==> src/rtl/fifo_pkg.sv <==
// Shared defaults and sizing helpers for the fifo_level FIFO and its storage.
package fifo_pkg;

    localparam int DEF_WIDTH     = 8;
    localparam int DEF_ADDR_BITS = 4;
    localparam int DEF_AF_LEVEL  = 12;
    localparam int DEF_AE_LEVEL  = 4;

    // Occupancy runs 0..DEPTH inclusive, so it needs one bit more than an address.
    function automatic int count_width(input int addr_bits);
        return addr_bits + 1;
    endfunction

endpackage

==> src/rtl/fifo_ram.sv <==
// Register-array storage: one synchronous write port, one asynchronous read port, no reset.
module fifo_ram #(
    parameter int WIDTH     = 8,
    parameter int ADDR_BITS = 4
) (
    input  logic                 clk,
    input  logic                 we,
    input  logic [ADDR_BITS-1:0] waddr,
    input  logic [WIDTH-1:0]     wdata,
    input  logic [ADDR_BITS-1:0] raddr,
    output logic [WIDTH-1:0]     rdata
);

    localparam int DEPTH = 2 ** ADDR_BITS;

    logic [WIDTH-1:0] mem_q [DEPTH];

    always_ff @(posedge clk) begin
        if (we) begin
            mem_q[waddr] <= wdata;
        end
    end

    assign rdata = mem_q[raddr];

endmodule

==> src/rtl/fifo_level.sv <==
// Synchronous show-ahead FIFO with registered occupancy/threshold flags and sticky error flags.
module fifo_level
    import fifo_pkg::*;
#(
    parameter int WIDTH     = DEF_WIDTH,
    parameter int ADDR_BITS = DEF_ADDR_BITS,
    parameter int AF_LEVEL  = DEF_AF_LEVEL,
    parameter int AE_LEVEL  = DEF_AE_LEVEL
) (
    input  logic                 Clock,
    input  logic                 Reset,
    input  logic                 Write,
    input  logic [WIDTH-1:0]     WriteData,
    input  logic                 Read,
    output logic [WIDTH-1:0]     ReadData,
    input  logic                 Flush,
    input  logic                 ClearErrors,
    output logic                 Empty,
    output logic                 Full,
    output logic                 AlmostEmpty,
    output logic                 AlmostFull,
    output logic [ADDR_BITS:0]   Count,
    output logic                 Overflow,
    output logic                 Underflow
);

    localparam int DEPTH = 2 ** ADDR_BITS;
    localparam int CW    = count_width(ADDR_BITS);

    localparam logic [CW-1:0] DEPTH_C = CW'(DEPTH);
    localparam logic [CW-1:0] AF_C    = CW'(AF_LEVEL);
    localparam logic [CW-1:0] AE_C    = CW'(AE_LEVEL);

    if (AF_LEVEL < 1 || AF_LEVEL > DEPTH) begin : g_bad_af_level
        $error("fifo_level: AF_LEVEL must be in 1..DEPTH");
    end
    if (AE_LEVEL < 0 || AE_LEVEL > DEPTH - 1) begin : g_bad_ae_level
        $error("fifo_level: AE_LEVEL must be in 0..DEPTH-1");
    end

    logic [ADDR_BITS-1:0] wptr_q, wptr_d;
    logic [ADDR_BITS-1:0] rptr_q, rptr_d;
    logic [CW-1:0]        count_q, count_d;
    logic                 empty_q, empty_d;
    logic                 full_q, full_d;
    logic                 ae_q, ae_d;
    logic                 af_q, af_d;
    logic                 ovf_q, ovf_d;
    logic                 unf_q, unf_d;

    logic rd_acc, wr_acc, ram_we;
    logic ovf_set, unf_set;

    always_comb begin
        wptr_d  = wptr_q;
        rptr_d  = rptr_q;
        count_d = count_q;
        ovf_set = 1'b0;
        unf_set = 1'b0;

        // A read frees a slot in the same cycle, so a full FIFO still accepts a write alongside it.
        rd_acc = Read && !empty_q;
        wr_acc = Write && (!full_q || rd_acc);

        if (Flush) begin
            wptr_d  = '0;
            rptr_d  = '0;
            count_d = '0;
        end else begin
            ovf_set = Write && full_q && !rd_acc;
            unf_set = Read && empty_q;
            if (wr_acc) begin
                wptr_d = wptr_q + ADDR_BITS'(1);
            end
            if (rd_acc) begin
                rptr_d = rptr_q + ADDR_BITS'(1);
            end
            count_d = count_q + CW'(wr_acc) - CW'(rd_acc);
        end

        ovf_d = (ovf_q && !ClearErrors) || ovf_set;
        unf_d = (unf_q && !ClearErrors) || unf_set;

        empty_d = (count_d == '0);
        full_d  = (count_d == DEPTH_C);
        af_d    = (count_d >= AF_C);
        ae_d    = (count_d <= AE_C);

        ram_we = wr_acc && !Flush && !Reset;
    end

    always_ff @(posedge Clock) begin
        if (Reset) begin
            wptr_q  <= '0;
            rptr_q  <= '0;
            count_q <= '0;
            empty_q <= 1'b1;
            full_q  <= 1'b0;
            ae_q    <= 1'b1;
            af_q    <= (AF_C == '0);
            ovf_q   <= 1'b0;
            unf_q   <= 1'b0;
        end else begin
            wptr_q  <= wptr_d;
            rptr_q  <= rptr_d;
            count_q <= count_d;
            empty_q <= empty_d;
            full_q  <= full_d;
            ae_q    <= ae_d;
            af_q    <= af_d;
            ovf_q   <= ovf_d;
            unf_q   <= unf_d;
        end
    end

    fifo_ram #(
        .WIDTH     (WIDTH),
        .ADDR_BITS (ADDR_BITS)
    ) u_ram (
        .clk   (Clock),
        .we    (ram_we),
        .waddr (wptr_q),
        .wdata (WriteData),
        .raddr (rptr_q),
        .rdata (ReadData)
    );

    assign Empty       = empty_q;
    assign Full        = full_q;
    assign AlmostEmpty = ae_q;
    assign AlmostFull  = af_q;
    assign Count       = count_q;
    assign Overflow    = ovf_q;
    assign Underflow   = unf_q;

endmodule

==> config.mk <==
export PLATFORM = sky130hd
export DESIGN_NAME = fifo_level
export DESIGN_NICKNAME = d
export VERILOG_FILES = /design/src/rtl/fifo_pkg.sv /design/src/rtl/fifo_ram.sv /design/src/rtl/fifo_level.sv
export SDC_FILE = /design/constraint.sdc
export NUM_CORES = 1
export LEC_CHECK = 0
export ABC_AREA = 1
export CAP_MARGIN = 20
export CORE_ASPECT_RATIO = 0.7
export CORE_MARGIN = 5
export CORE_UTILIZATION = 50
export CTS_CLUSTER_DIAMETER = 60
export DETAILED_ROUTE_END_ITERATION = 8
export HOLD_SLACK_MARGIN = 0.1
export PLACE_DENSITY = 0.7
export SLEW_MARGIN = 15
export SYNTH_ARGS = -nofsm -noshare
export SYNTH_HDL_FRONTEND = slang
export SYNTH_SLANG_ARGS = --single-unit
==> constraint.sdc <==
create_clock -name Clock -period 3.4 [get_ports Clock]
set_clock_uncertainty 0.2 [all_clocks]
set_input_delay 1.02 -clock Clock [delete_from_list [all_inputs] [get_ports Clock]]
set_output_delay 1.02 -clock Clock [all_outputs]
set_load 0.01 [all_outputs]
==> metrics.cfg <==
[run_status]
outcome=completed

[clock_tree]
cts.clk_slew.worst_paths_ns=0.06
root_buffer=clkbuf_16
cts_num_sinks=151
h-tree-depth=4
cts.path.max_buffers=2
cts-buffers-inserted=17
postCtsSetupBuffers=0
cts_tree=done
clk_latency_ns=0.41

[timing]
setup_viol=0
tightestPinTransition_ns=0.6292
final_max_slew_viol_count=0
max_slew_margin=0.5792
max_freq_mhz=304.1
hold_ws_ns=0.2966
min_period_over_period=0.9671
rsz0062_at_grt=yes
hold_viol=0
post-route-min-period_ns=3.288

[floorplan]
rows=34
die_y_um=104.9
coreArea_mm2=0.01251
die-area_mm2=0.01527
die_x_um=145.6
start_util=0.5143
io_pins=33

[logic_synthesis]
ys_warn_count=0
synthCells=567
ys_ff_latch=151
ys_seq_area_frac=0.6691
syn_area_mm2=0.006432
synth_nets=592
yosys-top-cells-area=edfxtp_1, dfxtp_1, nand2_1
avgSynthCellArea_um2=11.34
synth_area_leader_cell=edfxtp_1
synth_cell_types=26
synth_top_area_frac=0.5975

[worst_hold_path]
hold_depth=2
hold_path.class=reg -> reg
min_to=Underflow$_SDFF_PP0_
min_from=Underflow$_SDFF_PP0_

[setup_path]
reg2reg_slack_ns=0.95
worst_ep_arrival_time_ns=2.07
crit-reg2reg-launch=Empty$_SDFF_PP1_
critPathKind=reg -> out
r2r_cells=16
crit_fanout=12
end_kind=output pin
worst_ep_required_time_ns=2.18
reg2reg_to=AlmostEmpty$_SDFF_PP1_
cp-start-kind=register

[placed_design]
portBuffers=32
dpl_cell_area_mm2=0.007058
gp_congestion=0.7841
hpwl_mm=8.528

[route]
vias_per_cell=5.284
first_iter_violations=288
ant_nets=0
drt_first_pass_iters=5
vias=4206
wl_per_cell_um=16.37
route.detailed.drc=0
drt-total-wl_mm=13.03

[power_and_ir_drop]
worst_ir_drop_vdd_uv=402.9
leakagePower_nw=2.874
p_per_area_mw_per_mm2=559.6

[global_route]
grt_pass1_vias=4076
grt_usage=0.1776
grt_max_degree=67
gr-total-overflow=0
antenna_found_initial=0
grt_first_pass_wirelength_mm=21.22

[final_layout]
final_cell_mix=edfxtp_1, nand2_1, inv_1, nand3_1, o211ai_1
layout-drive-gt1-share=0.1230
synthToLayoutAreaGrowth_pct=19.33
nets=646
final_common_cell=edfxtp_1
final_area_mm2=0.007676
diodes=0

[run]
max_cap_violations=0

==> critical path: stages, from the launching register on <==
cell             delay (ns)
dfxtp_4                0.41
inv_1                  0.12
buf_6                  0.18
o211ai_1               0.11
nand3_1                0.11
nand3_1                0.10
nand2_1                0.09
clkdlybuf4s50_1        0.53
==> through the flow <==
stage | TNS (ns) | total power, mW | setup WS [ns] | util | cells
after global placement | -0.1302 | 2.505 | -0.05335 | 0.5643 | 764
after detailed placement | -0.5707 | 2.517 | -0.1570 | 0.5643 | 764
final | 0 | 4.296 | 0.1119 | 0.6137 | 796
after floorplan | 0 | 2.342 | 0.4779 | - | 567
after global routing | -0.003769 | 4.465 | -0.003769 | 0.6137 | 796
after CTS | 0 | 4.330 | 0.03400 | 0.6106 | 796
==> power by group <==
part | leakage, nW | internal, mW | switching [mW]
logic | 1.25 | 0.179 | 0.241
clock network | 0.285 | 1.08 | 0.730
registers | 1.34 | 2.04 | 0.0252
total | 2.87 | 3.30 | 0.996
==> cell type report <==
cell class / count / area, µm²
Inverter: 97 / 364.1
Multi-Input combinational cell: 293 / 1614
Clock inverter: 15 / 152.6
Timing Repair Buffer: 61 / 605.6
Tap cell: 162 / 202.7
Fill cell: 970 / 4831
Clock buffer: 17 / 425.4
Sequential cell: 151 / 4312
==> cell families after synthesis <==
family / count (synthesis) / synth area share
and+or+nand+nor: 194 / 0.1268
adders and majority gates: 11 / 0.02256
AOI/OAI and AO/OA: 87 / 0.09901
xor gates and xnor gates: 1 / 0.001362
buffers and inverters: 123 / 0.08111
DFF: 151 / 0.6691
==> worst max path at each step <==
| stage | end | cells past startpoint |
|---|---|---|
| after global placement | Full$_SDFF_PP0_ | 15 |
| final | ReadData[6] | 7 |
| after global routing | ReadData[6] | 7 |
| after CTS | ReadData[2] | 7 |
| after detailed placement | AlmostEmpty$_SDFF_PP1_ | 16 |
| after floorplan | Empty$_SDFF_PP1_ | 14 |
==> routing by layer <==
| layer | track usage | vias up | share of wire |
|---|---|---|---|
| met5 | 0 | - | 0 |
| met4 | 0.05060 | 0 | 0.0080 |
| met3 | 0.05019 | 11 | 0.049 |
| met2 | 0.2789 | 100 | 0.47 |
| met1 | 0.2446 | 2034 | 0.47 |
| li1 | - | 2061 | - |
==> registers in the layout, summed over array words and instances (netlist names), named ones only <==
signal / flops
u_ram.mem_q: 128
Full: 1
Underflow: 1
rptr_q: 4
Overflow: 1
Count: 5
wptr_q: 4
AlmostFull: 1
Empty: 1
AlmostEmpty: 1
==> Yosys cell counts <==
master / n
buf_4: 1
a211oi_1: 1
nor3_1: 1
dfxtp_1: 23
buf_2: 18
xor2_1: 1
edfxtp_1: 128
o211ai_2: 12
a21oi_1: 15
buf_1: 2
nand4_1: 2
o21ai_0: 16
a32oi_1: 1
inv_1: 95
nand2_1: 97
inv_2: 1
ha_1: 10
fa_1: 1
clkinv_1: 1
nand2_2: 1
buf_8: 1
nor2_1: 30
nand3_1: 63
buf_6: 3
o211ai_1: 42
clkbuf_1: 1
==> what timing repair did <==
item                       4_1_cts  5_1_grt
setup endpoints to repair        8        7
gates resized for setup          2       11
hold buffers                     0        0
No activity file was read; power rests on OpenSTA's default activity.
